`src/rtl/mem_arbiter_pkg.sv`:
```
// Shared types for the memory-port arbiter: requester IDs, FSM states, default widths.
package mem_arbiter_pkg;
   localparam int DEF_AW = 16;
   localparam int DEF_DW = 16;

   typedef enum logic [1:0] {
      REQ_NONE = 2'd0,
      REQ_S4   = 2'd1,
      REQ_F    = 2'd2,
      REQ_IO   = 2'd3
   } req_id_t;

   typedef enum logic [1:0] {
      IDLE,
      ISSUE,
      WAIT
   } state_t;
endpackage

```
`src/rtl/mem_arbiter_arb_prio3.sv`:
```
// Combinational three-way picker: S4 > FETCH > IO, with an override that forces IO
// to win whenever it is requesting. Winner bit order is {IO, FETCH, S4}.
module arb_prio3
   import mem_arbiter_pkg::*;
(
   input  logic       req_s4,
   input  logic       req_f,
   input  logic       req_io,
   input  logic       ovr,
   output logic [2:0] win,
   output req_id_t    id
);

   always_comb begin
      win = 3'b000;
      id  = REQ_NONE;
      if (ovr && req_io) begin
         win = 3'b100;
         id  = REQ_IO;
      end else if (req_s4) begin
         win = 3'b001;
         id  = REQ_S4;
      end else if (req_f) begin
         win = 3'b010;
         id  = REQ_F;
      end else if (req_io) begin
         win = 3'b100;
         id  = REQ_IO;
      end
   end

endmodule

```
`src/rtl/mem_arbiter.sv`:
```
// Single-outstanding arbiter for the CPU-side memory port: fetch, stage-4 and IO
// requesters share one port; grants, strobes and read returns are all registered.
module mem_arbiter
   import mem_arbiter_pkg::*;
#(
   parameter int AW           = DEF_AW,
   parameter int DW           = DEF_DW,
   parameter int READ_LAT     = 1,
   parameter int STARVE_LIMIT = 8
) (
   input  logic          CLK,
   input  logic          RSTN,
   input  logic          F_REQ,
   input  logic [AW-1:0] F_ADDR,
   output logic          F_GNT,
   output logic          F_RVALID,
   input  logic          S4_REQ,
   input  logic          S4_WE,
   input  logic [AW-1:0] S4_ADDR,
   input  logic [DW-1:0] S4_WDATA,
   output logic          S4_GNT,
   output logic          S4_RVALID,
   input  logic          IO_REQ,
   input  logic          IO_WE,
   input  logic [AW-1:0] IO_ADDR,
   input  logic [DW-1:0] IO_WDATA,
   output logic          IO_GNT,
   output logic          IO_RVALID,
   output logic [DW-1:0] RDATA,
   output logic          MEM_EN,
   output logic          MEM_WE,
   output logic [AW-1:0] MEM_ADDR,
   output logic [DW-1:0] MEM_WDATA,
   input  logic [DW-1:0] MEM_RDATA,
   output logic          BUSY
);

   localparam logic [7:0] STARVE_MAX = 8'(STARVE_LIMIT);
   localparam logic [1:0] LAT_LAST   = 2'(READ_LAT - 1);

   state_t        state, state_nxt;
   req_id_t       win_id, owner;
   logic [2:0]    win_oh;
   logic          ovr, any_req;
   logic [7:0]    starve_cnt;
   logic [1:0]    lat_cnt;
   logic          sel_we;
   logic [AW-1:0] sel_addr;
   logic [DW-1:0] sel_wdata;

   assign ovr     = IO_REQ && (starve_cnt == STARVE_MAX);
   assign any_req = |win_oh;
   assign BUSY    = (state != IDLE);

   arb_prio3 u_prio (
      .req_s4 (S4_REQ),
      .req_f  (F_REQ),
      .req_io (IO_REQ),
      .ovr    (ovr),
      .win    (win_oh),
      .id     (win_id)
   );

   // Fetch is read-only; its write data is irrelevant, so the port keeps its last value.
   always_comb begin
      sel_we    = 1'b0;
      sel_addr  = F_ADDR;
      sel_wdata = MEM_WDATA;
      if (win_oh[0]) begin
         sel_we    = S4_WE;
         sel_addr  = S4_ADDR;
         sel_wdata = S4_WDATA;
      end else if (win_oh[2]) begin
         sel_we    = IO_WE;
         sel_addr  = IO_ADDR;
         sel_wdata = IO_WDATA;
      end
   end

   always_ff @(posedge CLK) begin
      if (!RSTN) state <= IDLE;
      else       state <= state_nxt;
   end

   always_comb begin
      state_nxt = state;
      unique case (state)
         IDLE:    if (any_req) state_nxt = ISSUE;
         ISSUE:   state_nxt = MEM_WE ? IDLE : WAIT;
         WAIT:    if (lat_cnt == LAT_LAST) state_nxt = IDLE;
         default: state_nxt = IDLE;
      endcase
   end

   always_ff @(posedge CLK) begin
      if (!RSTN) begin
         F_GNT      <= 1'b0;
         S4_GNT     <= 1'b0;
         IO_GNT     <= 1'b0;
         F_RVALID   <= 1'b0;
         S4_RVALID  <= 1'b0;
         IO_RVALID  <= 1'b0;
         MEM_EN     <= 1'b0;
         MEM_WE     <= 1'b0;
         MEM_ADDR   <= '0;
         MEM_WDATA  <= '0;
         RDATA      <= '0;
         owner      <= REQ_NONE;
         starve_cnt <= '0;
         lat_cnt    <= '0;
      end else begin
         F_GNT     <= 1'b0;
         S4_GNT    <= 1'b0;
         IO_GNT    <= 1'b0;
         F_RVALID  <= 1'b0;
         S4_RVALID <= 1'b0;
         IO_RVALID <= 1'b0;
         MEM_EN    <= 1'b0;
         MEM_WE    <= 1'b0;
         unique case (state)
            IDLE: begin
               lat_cnt <= '0;
               // Age only while IO is actually waiting and loses this round.
               if (!IO_REQ || win_oh[2])          starve_cnt <= '0;
               else if (starve_cnt != STARVE_MAX) starve_cnt <= starve_cnt + 8'd1;
               if (any_req) begin
                  owner     <= win_id;
                  S4_GNT    <= win_oh[0];
                  F_GNT     <= win_oh[1];
                  IO_GNT    <= win_oh[2];
                  MEM_EN    <= 1'b1;
                  MEM_WE    <= sel_we;
                  MEM_ADDR  <= sel_addr;
                  MEM_WDATA <= sel_wdata;
               end
            end
            WAIT: begin
               lat_cnt <= lat_cnt + 2'd1;
               if (lat_cnt == LAT_LAST) begin
                  RDATA     <= MEM_RDATA;
                  S4_RVALID <= (owner == REQ_S4);
                  F_RVALID  <= (owner == REQ_F);
                  IO_RVALID <= (owner == REQ_IO);
               end
            end
            default: lat_cnt <= '0;
         endcase
      end
   end

endmodule

```
`config.mk`:
```
export PLATFORM = sky130hd
export DESIGN_NAME = mem_arbiter
export DESIGN_NICKNAME = d
export VERILOG_FILES = /design/src/rtl/mem_arbiter_pkg.sv /design/src/rtl/mem_arbiter_arb_prio3.sv /design/src/rtl/mem_arbiter.sv
export SDC_FILE = /design/constraint.sdc
export NUM_CORES = 1
export LEC_CHECK = 0
export ABC_AREA = 1
export CORE_ASPECT_RATIO = 0.7
export CORE_MARGIN = 4
export CORE_UTILIZATION = 45
export CTS_CLUSTER_DIAMETER = 80
export CTS_CLUSTER_SIZE = 14
export DETAILED_ROUTE_END_ITERATION = 7
export GPL_TIMING_DRIVEN = 1
export PLACE_DENSITY_LB_ADDON = 0.2
export SLEW_MARGIN = 20
export SYNTH_ARGS = -nofsm -noshare
export SYNTH_HDL_FRONTEND = slang
export SYNTH_SLANG_ARGS = --single-unit
```
`constraint.sdc`:
```
create_clock -name CLK -period 3.45 [get_ports CLK]
set_input_delay 0.5175 -clock CLK [delete_from_list [all_inputs] [get_ports CLK]]
set_output_delay 0.5175 -clock CLK [all_outputs]
set_load 0.03 [all_outputs]
```
# ---- Word-level counts from Yosys, hierarchy flattened
# Cells that the tools add are included.
dict set report op_classes {
  n_addsub 2
  n_eq_ne 9
  muxes 21
  n_reduce_logical 19
}
# op n
set ops {}
lappend ops {{$mux W16} 4}
lappend ops {{$mux W8} 2}
lappend ops {{$mux W2} 7}
lappend ops {{$mux W3} 4}
lappend ops {{$reduce_and A2 Y1} 6}
lappend ops {{$reduce_and A3 Y1} 3}
lappend ops {{$add A8 B1 Y8 const B} 1}
lappend ops {{$eq A8 B4 Y1 const B} 1}
lappend ops {{$ne A8 B4 Y1 const B} 1}
lappend ops {{$eq A2 B2 Y1 const B} 3}
lappend ops {{$pmux W2 S3} 1}
lappend ops {{$reduce_bool A2 Y1} 3}
lappend ops {{$eq A2 B1 Y1 const B} 2}
lappend ops {{$logic_not A2 Y1} 2}
lappend ops {{$ne A2 B2 Y1 const B} 2}
lappend ops {{$mux W1} 3}
lappend ops {{$reduce_or A3 Y1} 1}
lappend ops {{$add A2 B1 Y2 const B} 1}
lappend ops {{$logic_and A1 B1 Y1} 2}
lappend ops {{$logic_not A1 Y1} 1}
lappend ops {{$logic_or A1 B1 Y1} 1}
dict set report word_totals {
  ff_bits 70
  input_bits 103
  wordCells 66
}

# ---- Logic depth before layout (Yosys ltp)
dict set report depth {
  ltp_word 7
  ltp_mapped 11
}

# ---- Hierarchy
# Synthesis repeated with hierarchy kept, for this count alone.
dict set report hier_totals {
  cells_unflattened 410
  hier_area_um2 3108.0
}
# module instances cells_per_inst area_each_um2 seq_area_each_um2
set by_module_without_submodules {}
lappend by_module_without_submodules {mem_arbiter 1 397 3049.2 1401.3}
lappend by_module_without_submodules {arb_prio3 1 13 58.8 0.0}

# ---- Least setup slack after synthesis
# Ideal clock, no wire load.
dict set report synth_path {
  path_type {input-to-reg}
  start {in S4_REQ}
  end {reg MEM_ADDR[10]}
  setup_time_ns 0.120
  t_arrival_ns 1.393
  slack_ns 1.938
  stages 9
  path_cell_list {buf_4 inv_2 nand3_2 buf_4 nand2_2 buf_4 nand2_1 nand3_1 a21oi_1}
}
dict set report synth_via {
  elab_chain_cells 4
  elab_cells_between_ends 6
  cone_classes {mux: 4; reduce/logical: 2}
}
# element line_no
set synth_rtl {}
lappend synth_rtl {{start, declared} mem_arbiter.sv:17} ;# input logic S4_REQ,
lappend synth_rtl {{$mux W3 *} mem_arbiter_arb_prio3.sv:20} ;# end else if (req_s4) begin
lappend synth_rtl {{$mux W3 *} mem_arbiter_arb_prio3.sv:17} ;# if (ovr && req_io) begin
lappend synth_rtl {{$reduce_or A3 Y1 or $mux W16 (tied branches)} {mem_arbiter.sv:52, mem_arbiter.sv:73}}
lappend synth_rtl {{$reduce_and A2 Y1 (no source line) or $mux W16 (tied branches)} -}
lappend synth_rtl {{end signal, assigned} mem_arbiter.sv:133} ;# MEM_ADDR <= sel_addr;
lappend synth_rtl {{end, declared} mem_arbiter.sv:32} ;# output logic [AW-1:0] MEM_ADDR,
# Mark *: on every way between the ends. The rest lies on a longest branch, timed or not.
# A chain may end at the register's enable or synchronous reset.

# ---- Final worst setup path
dict set report layout_path {
  start {reg state[1]}
  end {out BUSY}
}
dict set report layout_via {
  elab_chain_cells 1
}
# element line_no
set layout_rtl {}
lappend layout_rtl {{start, declared} mem_arbiter.sv:41} ;# state_t state, state_nxt;
lappend layout_rtl {{start signal, assigned} mem_arbiter.sv:82} ;# else state <= state_nxt;
lappend layout_rtl {{$reduce_bool A2 Y1} mem_arbiter.sv:53} ;# assign BUSY = (state != IDLE);
lappend layout_rtl {{end, declared} mem_arbiter.sv:35} ;# output logic BUSY
# Every way passes these cells.

==> results.toml <==
[worst_setup_path]
r2r-end = "MEM_WDATA[13]$_SDFFE_PN0P_"
worstPathRequired_ps = 2930
endpoint = "BUSY"
timing.rr.start = "starve_cnt[0]$_SDFFE_PN0P_"
startpoint_type = "flop"
critPathLaunch = "state[1]$_SDFFE_PN0P_"
r2r_cells = 10
cp.arrival_ps = 1730
critical_path_class = "reg2out"
max_stage_delay_ps = 720
crit_path_end_kind = "output port"
crit_slowest_cell = "clkdlybuf4s50_1"
r2r_setup_slack_ps = 1420
worstPathMaxFanout = 6
crit_chain = "inv_2 -> nand2_1 -> clkdlybuf4s50_1"

[placed_design]
pre_cts_slack_ps = 975
gp_congestion = 0.860
dpl.hpwl_um = 7630
port_buffers = 159

[sta]
tightestPinTransition_ps = 709
period_minus_slack_ps = 2250
rsz0062_at_grt = "false"
relSlewSlack_pct = 52.7
fin_skew_ps = 5.68
setup_viol = 0
fmax_ghz = 0.444
min_period_over_period_pct = 65.3
setup_tns_ps = 0
layout_setup_ws_ps = 1200
drv_slew = 0
hold_violations = 0

[cells_and_area]
n_antenna_cell = 0
final_core_util_pct = 71.4
syn2layout_area_growth_pct = 51.1
drive_gt1_share_pct = 5.04
final_nets = 776

[yosys]
netlist_area_mm2 = 0.00350
yosys_warnings = 0
synth_cells = 527
yosys-top-cells-area = "dfxtp_1 (40%), nand2_1 (15%), nand3_1 (10%)"
synth_seq_cells = 70
yosysSeqAreaShare_pct = 40.0
avgSynthCellArea_um2 = 6.65
synth_fp_nets = 633
synth.top_cell.area_share_pct = 40.0
netlist.top_cell.by_area = "dfxtp_1"
synth_cell_type_count = 27

[grt]
overflow = 0
top_usage_layer = "met2"
use_met1_pct = 28.7
grt_pass1_vias = 3761
grt_max_degree = 39
antenna_found_initial = 0
grt_use_met3_pct = 8.69
grt_usage_pct = 23.1
grt_pass1_wl_um = 17100
use_met2_pct = 37.5

[detailed_routing]
wl_um = 10400
num_vias = 3869
drc = 0
final_antenna_net_count = 0
drt_iter0_markers = 153
drtPass1Iterations = 5
wire_per_inst_um = 13.5
via_per_inst = 5.01

[die]
initial_core_util_pct = 47.2
dieWidth_um = 113
rows = 26
core-area_mm2 = 0.00742
io_pins = 160
die_area_mm2 = 0.00928
die_h_um = 81.8

[clock_network]
postCtsHoldBufs = 0
cts_setup_buffers = 0
clk-insertion-delay-late_ps = 350
cts_resized = 0
path_clk_slew_ps = 80
cts_root_buffer = "clkbuf_8"
clock_sinks = 70
ctsLongestPathBuffers = 2
cts_tree = "done"
cts_buffers = 9
h-tree-depth = 3

[hold_path]
hp-class = "reg2reg"
hold_depth = 1

[flow_run]
maxCapViolations = 0

[power]
ir_drop_v = 0.000241
cellPowerDensity_mw_per_mm2 = 430
p_leak_uw = 0.00232

[run_status]
outcome = "finished, final reports clean"
## flip-flops by register name (all words and copies together) (netlist names), 2 cells and up
signal / cells
state: 2
MEM_WDATA: 16
starve_cnt: 8
RDATA: 16
MEM_ADDR: 16
owner: 2
lat_cnt: 2
## layout make-up
| cell class | count | area, um^2 |
|---|---|---|
| inverters | 70 | 263 |
| clock buffers | 10 | 138 |
| well taps | 98 | 123 |
| fillers | 633 | 2120 |
| flip-flops and latches | 70 | 1400 |
| repair buffers | 163 | 1620 |
| clock inverters | 6 | 92.6 |
| multi-input cells | 356 | 1650 |
## synthesized netlist by cell type
| library cell | instances |
|---|---|
| clkbuf_1 | 7 |
| ha_1 | 3 |
| clkbuf_2 | 1 |
| buf_2 | 8 |
| nand2_2 | 4 |
| dfxtp_1 | 70 |
| nor3_1 | 6 |
| xor2_1 | 2 |
| a21oi_1 | 37 |
| nand3_2 | 2 |
| o32ai_1 | 1 |
| buf_1 | 4 |
| o21ai_0 | 11 |
| nor2_2 | 1 |
| o21ai_1 | 7 |
| nor2_1 | 48 |
| nor2_4 | 1 |
| inv_2 | 4 |
| nand2_4 | 1 |
| buf_4 | 7 |
| inv_1 | 66 |
| nand3b_1 | 16 |
| o211ai_1 | 1 |
| nand2_1 | 141 |
| a21oi_2 | 1 |
| nand3_1 | 73 |
| buf_6 | 4 |
## cells in the final DEF, fill, tap and decap left out
master           instances
dfxtp_1                 70
nor2_1                  48
o21ai_1                  7
o21ai_0                 11
nor3_1                   6
buf_4                    4
clkinvlp_4               2
nor2_2                   1
nand3_2                  2
nand3b_1                16
a21oi_1                 37
nand3_1                 73
bufinv_16                2
ha_1                     3
nor2_4                   1
nand2_2                  4
clkbuf_8                10
o211ai_1                 1
o32ai_1                  1
clkdlybuf4s50_1        159
nand2_4                  1
inv_2                    4
inv_6                    2
inv_1                   66
xor2_1                   2
a21oi_2                  1
nand2_1                141
## cells by family (layout without fill, tap and decap cells)
| group | Yosys count | in the layout | synth area share (%) |
|---|---|---|---|
| and+or+nand+nor | 293 | 293 | 37.1 |
| buffers and inverters | 101 | 249 | 12.8 |
| DFF | 70 | 70 | 40.0 |
| AOI/OAI and AO/OA | 58 | 58 | 8.57 |
| adders and majority gates | 3 | 3 | 1.07 |
| xor gates and xnor gates | 2 | 2 | 0.500 |
## worst min-delay path by stage
stage | startpoint | to
detailed placement | lat_cnt[0]$_SDFF_PN0_ | lat_cnt[0]$_SDFF_PN0_
finish | lat_cnt[0]$_SDFF_PN0_ | lat_cnt[0]$_SDFF_PN0_
floorplan | lat_cnt[0]$_SDFF_PN0_ | lat_cnt[0]$_SDFF_PN0_
CTS | lat_cnt[0]$_SDFF_PN0_ | lat_cnt[0]$_SDFF_PN0_
global route | lat_cnt[0]$_SDFF_PN0_ | lat_cnt[0]$_SDFF_PN0_
global placement | lat_cnt[0]$_SDFF_PN0_ | lat_cnt[0]$_SDFF_PN0_
## critical path, delay by kind of cell (launching register included)
kind	cells	cell delay, ps
flip-flops	1	400
AND/OR/NAND/NOR	1	200
buffers and inverters	2	790
## through the flow
stage	total power (uW)	hold WS, ps	area (um^2)	cells
after floorplan	1270	393	3500	527
after global placement	1530	401	5060	757
after detailed placement	1540	414	5060	757
after CTS	2290	425	5290	773
after global routing	2390	459	5290	773
final	2280	423	5290	773
## per-layer routing
metal / part of all wire [%] / vias to the layer above
met2: 46 / 139
met1: 44 / 1771
met5: 0 / -
met3: 7.9 / 18
li1: - / 1941
met4: 1.9 / 0
## where the power goes
group          internal (uW)  switching [uW]  total, uW  leakage (uW)
registers                872            37.0        909      0.000574
clock network            431             322        753      0.000110
logic                    281             333        614       0.00164
(Power assumes the default switching activity.)
